--- src/rtl/fifo_bit_serializer.sv ---
// ---------------------------------------------------------------------------
// fifo_bit_serializer
//
// Pulls bytes from the telemetry byte FIFO through its registered read port
// and shifts them out one bit per qualified bit-rate strobe. One byte is
// prefetched into a holding register. If no byte is held at a byte boundary,
// a fill byte is shifted out so the serial stream never stalls, and a sticky
// underflow flag is set.
//
// Ports:
//   clk            system clock
//   reset          synchronous, active-high reset
//   clkEn          clock enable; all state advances only when high
//   enable         serializer run enable
//   bitEn          bit-rate strobe, qualified as clkEn & enable & bitEn
//   fifoEmpty      FIFO empty flag
//   fifoDout[7:0]  FIFO registered read data
//   fifoRdEn       FIFO read request (registered)
//   bitOut         serial data bit (registered)
//   bitStrobe      one-clk pulse coincident with each new bitOut
//   bitIsData      1 = current bitOut came from a FIFO byte, 0 = fill
//   clrUnderflow   clears underflow; wins over a same-cycle set
//   underflow      sticky: fill byte loaded since last clear
//   dbg_state      fetch FSM state: 0=IDLE 1=READ 2=WAIT 3=CAP
//   dbg_hold_valid holding register occupied
//   dbg_hold_byte  holding register contents
//   dbg_bits_left  bits of the current byte still to be shifted
//
// FIFO handshake: the FIFO is "valid" when fifoEmpty=0. A pop is requested
// by holding fifoRdEn high for exactly one clkEn-qualified cycle; the popped
// byte appears on fifoDout one clkEn cycle later (registered read data) and
// is captured one cycle after that. Only one pop is ever outstanding, and a
// pop is never requested while fifoEmpty=1.
// ---------------------------------------------------------------------------
module fifo_bit_serializer #(
  parameter logic [7:0] FILL_BYTE = 8'h55,
  parameter bit         MSB_FIRST = 1'b1
) (
  input  logic       clk,
  input  logic       reset,
  input  logic       clkEn,
  input  logic       enable,
  input  logic       bitEn,
  input  logic       fifoEmpty,
  input  logic [7:0] fifoDout,
  output logic       fifoRdEn,
  output logic       bitOut,
  output logic       bitStrobe,
  output logic       bitIsData,
  input  logic       clrUnderflow,
  output logic       underflow,
  output logic [1:0] dbg_state,
  output logic       dbg_hold_valid,
  output logic [7:0] dbg_hold_byte,
  output logic [2:0] dbg_bits_left
);

  // Fetch FSM encoding.
  localparam logic [1:0] IDLE = 2'd0;
  localparam logic [1:0] READ = 2'd1;
  localparam logic [1:0] WAIT = 2'd2;
  localparam logic [1:0] CAP  = 2'd3;

  logic [1:0] state;
  logic [7:0] hold_byte;
  logic       hold_valid;
  logic [2:0] bits_left;
  logic [7:0] shreg;

  logic       bit_qual;
  logic       at_boundary;
  logic       fetch_start;
  logic       hold_take;
  logic       fill_load;
  logic [7:0] load_byte;
  logic [7:0] shift_src;
  logic       out_bit;
  logic [7:0] shifted;

  // -------------------------------------------------------------------------
  // Shifter datapath
  // -------------------------------------------------------------------------
  always_comb begin
    bit_qual    = clkEn & enable & bitEn;
    at_boundary = (bits_left == 3'd0);
    // A byte captured on this same edge is not visible here (hold_valid is
    // still 0 in CAP), so a coincident boundary takes fill. This is
    // intentional: no bypass from fifoDout into the shifter.
    hold_take   = bit_qual & at_boundary & hold_valid;
    fill_load   = bit_qual & at_boundary & ~hold_valid;
    fetch_start = enable & ~hold_valid & ~fifoEmpty;

    load_byte   = hold_valid ? hold_byte : FILL_BYTE;
    // At a boundary the first bit comes straight from the byte being loaded;
    // otherwise from the shift register holding the remaining bits.
    shift_src   = at_boundary ? load_byte : shreg;
    if (MSB_FIRST) begin
      out_bit = shift_src[7];
      shifted = {shift_src[6:0], 1'b0};
    end else begin
      out_bit = shift_src[0];
      shifted = {1'b0, shift_src[7:1]};
    end
  end

  // -------------------------------------------------------------------------
  // Fetch FSM and holding register
  // -------------------------------------------------------------------------
  always_ff @(posedge clk) begin
    if (reset) begin
      state      <= IDLE;
      fifoRdEn   <= 1'b0;
      hold_byte  <= 8'h00;
      hold_valid <= 1'b0;
    end else if (clkEn) begin
      case (state)
        IDLE: begin
          if (fetch_start) begin
            state    <= READ;
            fifoRdEn <= 1'b1;
          end
        end
        READ: begin
          state    <= WAIT;
          fifoRdEn <= 1'b0;
        end
        // fifoDout now carries the popped byte; capture on the next edge.
        WAIT: state <= CAP;
        CAP: begin
          hold_byte <= fifoDout;
          state     <= IDLE;
        end
        default: begin
          state    <= IDLE;
          fifoRdEn <= 1'b0;
        end
      endcase

      // CAP and hold_take are mutually exclusive (hold_valid=0 outside IDLE),
      // so set/clear order does not matter.
      if (state == CAP) begin
        hold_valid <= 1'b1;
      end else if (hold_take) begin
        hold_valid <= 1'b0;
      end
    end
  end

  // -------------------------------------------------------------------------
  // Serial shifter and output flags
  // -------------------------------------------------------------------------
  always_ff @(posedge clk) begin
    if (reset) begin
      bits_left <= 3'd0;
      shreg     <= 8'h00;
      bitOut    <= 1'b0;
      bitStrobe <= 1'b0;
      bitIsData <= 1'b0;
      underflow <= 1'b0;
    end else begin
      // bit_qual already includes clkEn, so the pulse also drops on
      // clkEn-low cycles.
      bitStrobe <= bit_qual;

      if (clkEn) begin
        if (!enable) begin
          // A partially shifted byte is discarded; bitOut holds.
          bits_left <= 3'd0;
        end else if (bit_qual) begin
          bitOut <= out_bit;
          shreg  <= shifted;
          if (at_boundary) begin
            bits_left <= 3'd7;
            bitIsData <= hold_valid;
          end else begin
            bits_left <= bits_left - 3'd1;
          end
        end

        if (clrUnderflow) begin
          underflow <= 1'b0;
        end else if (fill_load) begin
          underflow <= 1'b1;
        end
      end
    end
  end

  // -------------------------------------------------------------------------
  // Debug visibility
  // -------------------------------------------------------------------------
  assign dbg_state      = state;
  assign dbg_hold_valid = hold_valid;
  assign dbg_hold_byte  = hold_byte;
  assign dbg_bits_left  = bits_left;

endmodule

--- config.mk ---
export PLATFORM = sky130hd
export DESIGN_NAME = fifo_bit_serializer
export DESIGN_NICKNAME = d
export VERILOG_FILES = /design/src/rtl/fifo_bit_serializer.sv
export SDC_FILE = /design/constraint.sdc
export NUM_CORES = 1
export LEC_CHECK = 0
export CORE_MARGIN = 5
export CORE_UTILIZATION = 46
export CTS_CLUSTER_SIZE = 8
export DETAILED_ROUTE_END_ITERATION = 6
export PLACE_DENSITY = 0.75
export SLEW_MARGIN = 5
export SYNTH_ARGS = -nofsm -noshare
export SYNTH_HDL_FRONTEND = slang
export SYNTH_SLANG_ARGS = --single-unit
--- constraint.sdc ---
create_clock -name clk -period 1.78 [get_ports clk]
set_clock_uncertainty 0.05 [all_clocks]
set_input_delay 0.267 -clock clk [delete_from_list [all_inputs] [get_ports clk]]
set_output_delay 0.267 -clock clk [all_outputs]
set_load 0.1 [all_outputs]
# Word-level counts from Yosys, hierarchy flattened
# Cells that the tools add are included.
# Widths: inputs -> output; s select.
# totals
latch_bits,0
register_bits,26
out_inout_bits,19
mem_count,0
ramBits,0
romBits,0
in_bits,15
word_cells,51
# classes
addsub,1
shifts,0
mux,13
n_reduce_logical,13
n_eq_ne,5
n_lt_le_gt_ge,0
multipliers,0
div,0
bitwise_logic,9
# op_table
cell,n
$mux 8,2
$reduce_and 2->1,5
$mux 3,3
$pmux 2 s4,1
$and 1x1->1,7
$reduce_and 3->1,2
$reduce_bool 2->1,3
$mux 1,5
$eq 2x2->1 const B,2
$reduce_and 4->1,1
$logic_not 3->1,1
$sub 3x1->3 const B,1
$eq 2x1->1 const B,1
$logic_not 2->1,1
$mux 2,1
$ne 2x1->1 const B,1
$ne 2x2->1 const B,1
$not 1->1,2
$pmux 1 s2,1

# Longest topological paths before layout
# depth
depth_word,6
depth_mapped,6
depth_no_buf,5

# Worst setup path after synthesis
# Ideal clock, no wire load.
# synth_path
kind,register to register
startpoint,"reg bits_left[0], in the netlist dbg_bits_left[0]"
endpoint,reg shreg[6]
required_ns,1.596
setup_ns,0.134
slack_ns,-0.356
synth_period_minus_slack_ns,2.136
n_path_buf,0
arrival_ns,1.952
stages_incl_launch_ff,6
path_cell_list,dfxtp_1 -> inv_1 -> ha_1 -> and3b_1 -> a221oi_1 -> nor3_1
# synth_via
elab_chain_len,2
# synth_rtl
item,line_no,source
from (decl),67,logic [2:0] bits_left;
from (signal assigned),176,bits_left <= bits_left - 3'd1;
$logic_not 3->1,85,at_boundary = (bits_left == 3'd0);
$mux 8,96,shift_src = at_boundary ? load_byte : shreg;
to (signal assigned),171,shreg <= shifted;
to (decl),68,logic [7:0] shreg;
# Every way passes these cells.
# A chain may end at the register's enable or synchronous reset.

# Worst setup path after layout
# layout_path
startpoint,"reg bits_left[0], in the netlist dbg_bits_left[0]"
endpoint,reg shreg[4]
# The elaborated chain is that of the path after synthesis.

==> flow_metrics.py <==
metrics = {
    "outcome": {
        "run_status": "completed",
    },
    "finish": {
        "finalNonFillerCells": 200,
        "nFillCells": 196,
        "fin_area_sq_um": 1780,
        "area_growth_pct": 50.5,
        "drive_above_1_share_pct": 22.4,
        "nNetsFinal": 193,
        "antenna_cells": 0,
        "multi_input_area_sq_um": 608,
        "register_area_sq_um": 528,
    },
    "clock_network": {
        "htreeDepth": 1,
        "cts.path.max_buffers": 2,
        "cts_setup_buffers": 0,
        "cts_sinks": 26,
        "ctsResizeCount": 0,
        "cts-buffers-inserted": 3,
        "cts-root-buf": "clkbuf_4",
        "cts_hold_buffers": 0,
        "cts_tree": "done",
        "cts.clk_slew.worst_paths_ps": 140,
        "clock_latency_ps": 330,
    },
    "detailed_routing": {
        "drc": 0,
        "viasPerCell": 5.50,
        "drt-total-wl_mm": 2.98,
        "drtIter0Drc": 32,
        "wl_per_cell_um": 14.9,
        "final_antenna_net_count": 0,
        "drtPass1Iterations": 4,
        "num_vias": 1099,
    },
    "synth": {
        "syn_area_per_cell_sq_um": 8.63,
        "synthesis.nets": 159,
        "netlist_instances": 137,
        "yosysWarnings": 0,
        "ys_types": 30,
        "synth.ff_latch_count": 26,
        "synth_flop_cell": "dfxtp_1",
        "async_flop_share_pct": 0,
        "synth-edff-count": 0,
        "synth_seq_area_share_pct": 44.0,
        "netlist_area_sq_um": 1180,
    },
    "timing": {
        "final_max_slew_viol_count": 0,
        "final.period_utilization_pct": 91.1,
        "slew_headroom_pct": 76.3,
        "finalHoldViolCount": 0,
        "tightest_slew_ps": 355,
        "period_needed_ps": 1620,
        "fmax_ghz": 0.617,
        "setup_viol": 0,
        "rsz0062_at_grt": "no",
    },
    "global_route": {
        "grt_max_degree": 17,
        "track_usage_pct": 18.2,
        "grt_first_pass_wirelength_mm": 5.04,
        "antenna_found_initial": 0,
        "grt_pass1_vias": 1134,
        "grt-ovfl-total": 0,
    },
    "setup_path": {
        "end_kind": "flop",
        "cp_max_fo": 8,
        "worstSetupPathType": "reg -> reg",
        "start_kind": "flop",
        "arrival_ps": 1800,
        "required_ps": 1950,
    },
    "floorplanning": {
        "dieArea_sq_um": 3680,
        "rows": 18,
        "die_y_um": 60.7,
        "floorplan.initialDensity_pct": 47.7,
        "dieWidth_um": 60.7,
        "top_level_ports": 34,
        "core_sq_um": 2480,
    },
    "placed_design": {
        "port_buffers": 33,
        "routabilityCongestion": 0.822,
        "dpl.hpwl_mm": 2.20,
        "placed_area_sq_um": 1740,
        "dp.cells": 196,
    },
    "min_path": {
        "hold_path.class": "reg -> reg",
    },
    "power_and_ir_drop": {
        "totalPowerFinal_mw": 1.21,
        "p_leak_nw": 0.654,
        "power_density_nw_per_um2": 681,
        "vdd_drop_max_v": 0.000570,
    },
    "flow_run": {
        "cap_violations": 0,
    },
}
## state kept, by name (all words and copies together) (netlist names)
register / cells
bitIsData: 1
bitOut: 1
bitStrobe: 1
dbg_bits_left: 3
dbg_hold_byte: 8
dbg_hold_valid: 1
dbg_state: 2
fifoRdEn: 1
shreg: 7
underflow: 1
## metrics by stage
step / setup slack [ps] / util (%) / TNS (ps) / hold WS [ps]
floorplan: -0.192 / - / -0.192 / 353
global placement: 148 / 70.4 / 0 / 391
detailed placement: 80.0 / 70.4 / 0 / 397
CTS: 154 / 71.8 / 0 / 409
global route: 17.7 / 71.8 / 0 / 426
finish: 158 / 71.8 / 0 / 416
## synth_stat cells, types with 2 or more instances
library cell | count | area [sq um]
nand2_1 | 23 | 86.3
nand4bb_1 | 3 | 33.8
o21ai_1 | 3 | 15.0
a211oi_2 | 2 | 25.0
a21oi_1 | 18 | 90.1
o211ai_1 | 3 | 22.5
buf_2 | 4 | 20.0
o21ai_0 | 2 | 10.0
inv_1 | 5 | 18.8
nor2_1 | 7 | 26.3
nor2b_1 | 4 | 25.0
nand3_1 | 3 | 15.0
a221oi_1 | 4 | 35.0
nor3_1 | 7 | 35.0
ha_1 | 7 | 87.6
dfxtp_1 | 26 | 521
clkbuf_1 | 3 | 11.3
## report_power, final
part / total, mW / switching, mW / internal [mW]
Clock: 0.300 / 0.175 / 0.125
Combinational: 0.283 / 0.167 / 0.116
Sequential: 0.627 / 0.0238 / 0.604
## worst max-delay path: stages (launching register included)
cell and delay [ps]:
dfxtp_2 370, inv_1 100, ha_1 280, nand2b_1 260
a221oi_1 380, nor3_1 90
## routing by layer
metal  global-route usage, %  share of wire [%]  vias to the layer above
met5                       0                  0                        -
met4                    8.36                2.0                        0
met3                    3.62                6.0                        7
met2                    30.5                 48                       41
met1                    22.5                 44                      508
li1                        -                  -                      543
## logic make-up (layout without fill, tap and decap cells)
group | count (synthesis) | after routing | synth area share (%)
DFF | 26 | 26 | 44.0
and+or+nand+nor | 55 | 55 | 24.3
AOI/OAI and AO/OA | 36 | 36 | 19.7
buffers and inverters | 13 | 46 | 4.55
adders and majority gates | 7 | 7 | 7.41
## layout by cell type (no fill, tap or decap), drive strengths merged
cell type	count
o211ai	3
clkdlybuf4s50	14
a211oi	3
and2	1
nor2b	4
clkbuf	4
inv	5
and4bb	1
nor4	1
a21o	1
o21a	1
or2b	1
a221oi	4
a21oi	18
nor2	7
and3	1
and3b	1
nand2	23
nand4bb	3
buf	23
o31ai	1
nand3	3
nand2b	1
ha	7
nor3	7
or2	1
o21ai	5
dfxtp	26
## cell type report
| class | count | share of cell area [%] |
|---|---|---|
| Sequential cell | 26 | 29.7 |
| Tap cell | 30 | 2.11 |
| Timing Repair Buffer | 37 | 30.9 |
| Inverter | 5 | 1.05 |
| Multi-Input combinational cell | 98 | 34.2 |
| Clock buffer | 4 | 2.04 |
## path summary, 6_finish.rpt
path                            cells after the start  slack [ps]                    end                     startpoint
worst min register to register                      2         420  shreg[5]$_SDFFE_PP0P_          shreg[5]$_SDFFE_PP0P_
worst max register to register                      5         160  shreg[4]$_SDFFE_PP0P_  dbg_bits_left[0]$_SDFFE_PP0P_
worst max-delay path                                5         160  shreg[4]$_SDFFE_PP0P_  dbg_bits_left[0]$_SDFFE_PP0P_
worst min-delay path                                2         420  shreg[5]$_SDFFE_PP0P_          shreg[5]$_SDFFE_PP0P_
Power figures use the tool's default switching activity.
==> edit 1 (config.mk and constraints unchanged) <==
Reset style: asynchronous (`reset`), changed in 2 clocked blocks. Comments in the files are not updated.
--- a/src/rtl/fifo_bit_serializer.sv
+++ b/src/rtl/fifo_bit_serializer.sv
@@ -106,7 +106,7 @@
   // -------------------------------------------------------------------------
   // Fetch FSM and holding register
   // -------------------------------------------------------------------------
-  always_ff @(posedge clk) begin
+  always_ff @(posedge clk or posedge reset) begin
     if (reset) begin
       state      <= IDLE;
       fifoRdEn   <= 1'b0;
@@ -149,7 +149,7 @@
   // -------------------------------------------------------------------------
   // Serial shifter and output flags
   // -------------------------------------------------------------------------
-  always_ff @(posedge clk) begin
+  always_ff @(posedge clk or posedge reset) begin
     if (reset) begin
       bits_left <= 3'd0;
       shreg     <= 8'h00;
Behaviour: differs if reset is asserted again (counterexample within 4 cycles, from zero or initial values and one cycle with reset high); with reset held inactive, the same outputs for 10 cycles.
==> edit 1 against the original RTL <==
- count of clock-buffer cells in the layout stayed put
- first-iteration DRC count is 34% lower
- setup slack better by 0.044 ns
- sequential cell count stayed put
- design area is 7.1% higher
- area after synthesis is 10% higher
- routed wire length is 6.0% lower
- die area is 8.4% higher
- global-route usage is 3.0 points lower
- critical endpoint is now bitIsData
- highest routed layer unchanged
Power is left out: the tool's default activity adds up to more than one toggle a clock period on the data nets, which glitch-free logic cannot reach.
==> edit 1: results (changes against the original RTL) <==
Status: finished clean (unchanged)
Register area share after synthesis: 50.0% (was 44.0%)
Slowest cell on crit path: dfrtp_2 (was a221oi_1)
Synth Instances: 113 (was 137)
M3 GR Usage: 4.26% (was 3.62%)
Final std cells w/o fill: 182 (was 200)
Asr flop ratio synth: 100% (was 0%)
Post-Synth Adder-Cell Area: 6.72% (was 7.41%)
Met3 wire len: 128 um (was 180 um)
Detailed-route vias per instance: 5.31 (was 5.50)
Most common flop cell mapped by yosys: dfrtp_1 (was dfxtp_1)
GRT met2 Usage: 24.2% (was 30.5%)
Synth top area cells: dfrtp_1 (50%), mux2_2 (8.6%), ha_1 (6.7%) (was dfxtp_1 (44%), a21oi_1 (7.6%), ha_1 (7.4%))
Drt total wl: 2800 um (was 2980 um)
Worst path max stage delay: 0.46 ns (was 0.38 ns)
Post-synth net total: 135 (was 159)
First-pass GRT wire length: 4860 um (was 5040 um)
Antenna violations before repair: 0 (unchanged)
Largest net degree at the start of global routing: 27 (was 17)
Detailed Place HPWL: 2160 um (was 2200 um)
Rel. slew slack: 78.1% (was 76.3%)
GPL Wtd Cong: 0.769 (was 0.822)
GR Util met1: 19.2% (was 22.5%)
Worst slack, placed: 0.117 ns (was 0.0800 ns)
Layout fillers: 195 (was 196)
WL met1: 1250 um (was 1310 um)
Area fraction in compound gates after synthesis: 9.80% (was 19.7%)
Multiplexer share of the synthesized area: 12.9% (was 0%)
GRT Util Overall: 15.2% (was 18.2%)
Hold Path Class: in2async (was reg2reg)
Met2 wire length: 1370 um (was 1430 um)
Max FO, Critical Path: 6 (was 8)
Area post-placement: 0.00187 mm^2 (was 0.00174 mm^2)
# nets final: 174 (was 193)
[edit 1: cell type report]
type / count / area [um^2] / share of cell area [%]
Inverter: 8 / 30.0 / 1.58
Sequential cell: 26 / 657 / 34.5
Timing Repair Buffer: 39 / 566 / 29.7
Multi-Input combinational cell: 74 / 578 / 30.3
Tap cell: 31 / 38.8 / 2.04
Clock buffer: 4 / 36.3 / 1.90
[edit 1: final timing paths]
check / startpoint / endpoint / slack, ns / depth (start not counted)
max: dbg_bits_left[0] / bitIsData / 0.20 / 5
min reg2reg: shreg[2] / shreg[2] / 0.46 / 2
min in group clk: clrUnderflow / underflow / 0.42 / 2
max in group asynchronous: reset / dbg_bits_left[1] / 1.18 / 3
max reg2reg: dbg_bits_left[0] / bitIsData / 0.20 / 5
min: reset / dbg_hold_byte[6] / 0.23 / 3
[edit 1: worst max-delay path, delay by kind of cell (launching register included)]
family        cells  cell delay (ns)
buf+inv           1             0.09
fa+ha+maj         1             0.27
flops             1             0.46
mux               1             0.34
simple gates      2             0.27
==> edit 2 (same flow settings) <==
Without the edit above. `FILL_BYTE`: 8'h55 -> 8'h2A.
--- a/src/rtl/fifo_bit_serializer.sv
+++ b/src/rtl/fifo_bit_serializer.sv
@@ -33,7 +33,7 @@
 // pop is never requested while fifoEmpty=1.
 // ---------------------------------------------------------------------------
 module fifo_bit_serializer #(
-  parameter logic [7:0] FILL_BYTE = 8'h55,
+  parameter logic [7:0] FILL_BYTE = 8'h2A,
   parameter bit         MSB_FIRST = 1'b1
 ) (
   input  logic       clk,
Behaviour: not the same (Yosys sat finds a counterexample within 4 cycles, from zero or initial values and one cycle with reset high).
==> edit 2 against the original RTL <==
- routed wire length is 2.5% lower
- worst hold slack better by 0.0057 ns
- total power is 3.8% higher
- sequential cell count stayed put
- area after synthesis is 1.1% lower
- global-route usage is 0.64 points lower
- design area is 0.14% higher
- setup slack worse by 0.0065 ns
- critical path type unchanged
- largest cell class unchanged
==> edit 2: results (changes against the original RTL) <==
Leak: 0.000654 uW (about the same)
Max clock buf depth: 2 (unchanged)
Layout fillers: 178 (was 196)
Asr flop ratio synth: 0% (unchanged)
Worst EP arrival: 1.81 ns
GPL Wtd Cong: 0.838 (was 0.822)
CTS root buf: clkbuf_4 (unchanged)
Register area share after synthesis: 44.5% (was 44.0%)
Max FO, Critical Path: 8 (unchanged)
Hold Path Class: in2reg (was reg2reg)
Rel. slew slack: 76.1% (was 76.3%)
# setup viols final: 0 (unchanged)
Most instantiated cells after synthesis: dfxtp_1 (26), nand2_1 (23), a21oi_1 (18) (unchanged)
Detailed-route vias per instance: 5.54 (was 5.50)
GRT Util Overall: 17.6% (was 18.2%)
Port buffer count: 33 (unchanged)
Post-synth net total: 158 (was 159)
Antenna violations before repair: 0 (unchanged)
Synth top area cells: dfxtp_1 (44%), a21oi_1 (7.7%), ha_1 (7.5%) (was dfxtp_1 (44%), a21oi_1 (7.6%), ha_1 (7.4%))
Most common flop cell mapped by yosys: dfxtp_1 (unchanged)
Hold WS: 0.422 ns (was 0.416 ns)
Cts bufs inserted: 3 (unchanged)
R2r worst-path depth: 5 (unchanged)
PostCTS Resize Cnt: 0 (unchanged)
WHS Path Cells: 3 (was 2)
Drt total wl: 2910 um (was 2980 um)
Inserted Diodes: 0 (unchanged)
First-pass GRT wire length: 4880 um (was 5040 um)
Share of cells above drive strength 1: 22.5% (was 22.4%)
Vias in the first global route: 1,092 (was 1,134)
Worst slack, placed: 0.0444 ns (was 0.0800 ns)
First-pass DRT Iterations: 4 (unchanged)
Clock Latency Late Sink: 0.32 ns
Distinct cells, synth: 28 (was 30)
Postcts setup bufs: 0 (unchanged)
Clk slew on worst S/H paths: 0.14 ns (about the same)
Status: finished clean (unchanged)
Largest net degree at the start of global routing: 16 (was 17)
Detailed Place HPWL: 2200 um (about the same)
Synth top area share: 44.5% (was 44.0%)
Yosys warns: 0 (unchanged)
H-tree lvl count: 1 (unchanged)
Maximum VDD drop: 0.000915 V (was 0.000570 V)
# nets final: 192 (was 193)
Max reg flops: 8 (unchanged)
Initial DRC count: 24 (was 32)
edit 2: cell families after synthesis:
group	count (synthesis)	synth area share [%]
buf+inv	13	4.49
fa+ha+maj	7	7.49
simple gates	54	24.1
flops	26	44.5
compound gates	36	19.5
edit 2: path summary, 6_finish.rpt:
check,slack [ns],from,to
setup / recovery,0.15,dbg_bits_left[0],shreg[5]
hold / removal,0.42,fifoDout[4],dbg_hold_byte[4]
hold reg to reg,0.43,shreg[4],shreg[4]
setup reg to reg,0.15,dbg_bits_left[0],shreg[5]
edit 2: metrics by stage:
stage / instance area (um^2) / instances
6_report: 1780 / 199
5_1_grt: 1780 / 199
4_1_cts: 1780 / 199
3_5_place_dp: 1730 / 195
3_3_place_gp: 1730 / 195
2_1_floorplan: 1180 / 136
edit 2: routing by layer:
metal  GRT usage [%]  vias up  share of wire, %  routed length [um]
met5               0        -                 0                   0
met4            3.41        0              0.41                  12
met3            5.53        2               5.4                 158
met2            29.8       37                50                1450
met1            22.3      522                44                1290
li1                -      541                 -                   -
edit 2: report_power, final:
part           internal (uW)  switching, uW  leakage, uW  total (uW)
clock                    172            181    0.0000261         353
combinational            116            165     0.000414         281
sequential               601           22.2     0.000214         624
edit 2: critical path: stages, from the launching register on:
cell and delay [ns]:
dfxtp_4 0.38, inv_1 0.09, ha_1 0.30, nand2b_1 0.26, a221oi_1 0.36, nor3_1 0.08
edit 2: final cells by class:
type	count	area (um^2)	area share, %
multi-input combinational	97	597	33.5
timing repair buffer	37	551	30.9
sequential	26	531	29.8
clock buffer	4	47.5	2.67
tap	30	37.5	2.11
inverter	5	18.8	1.05
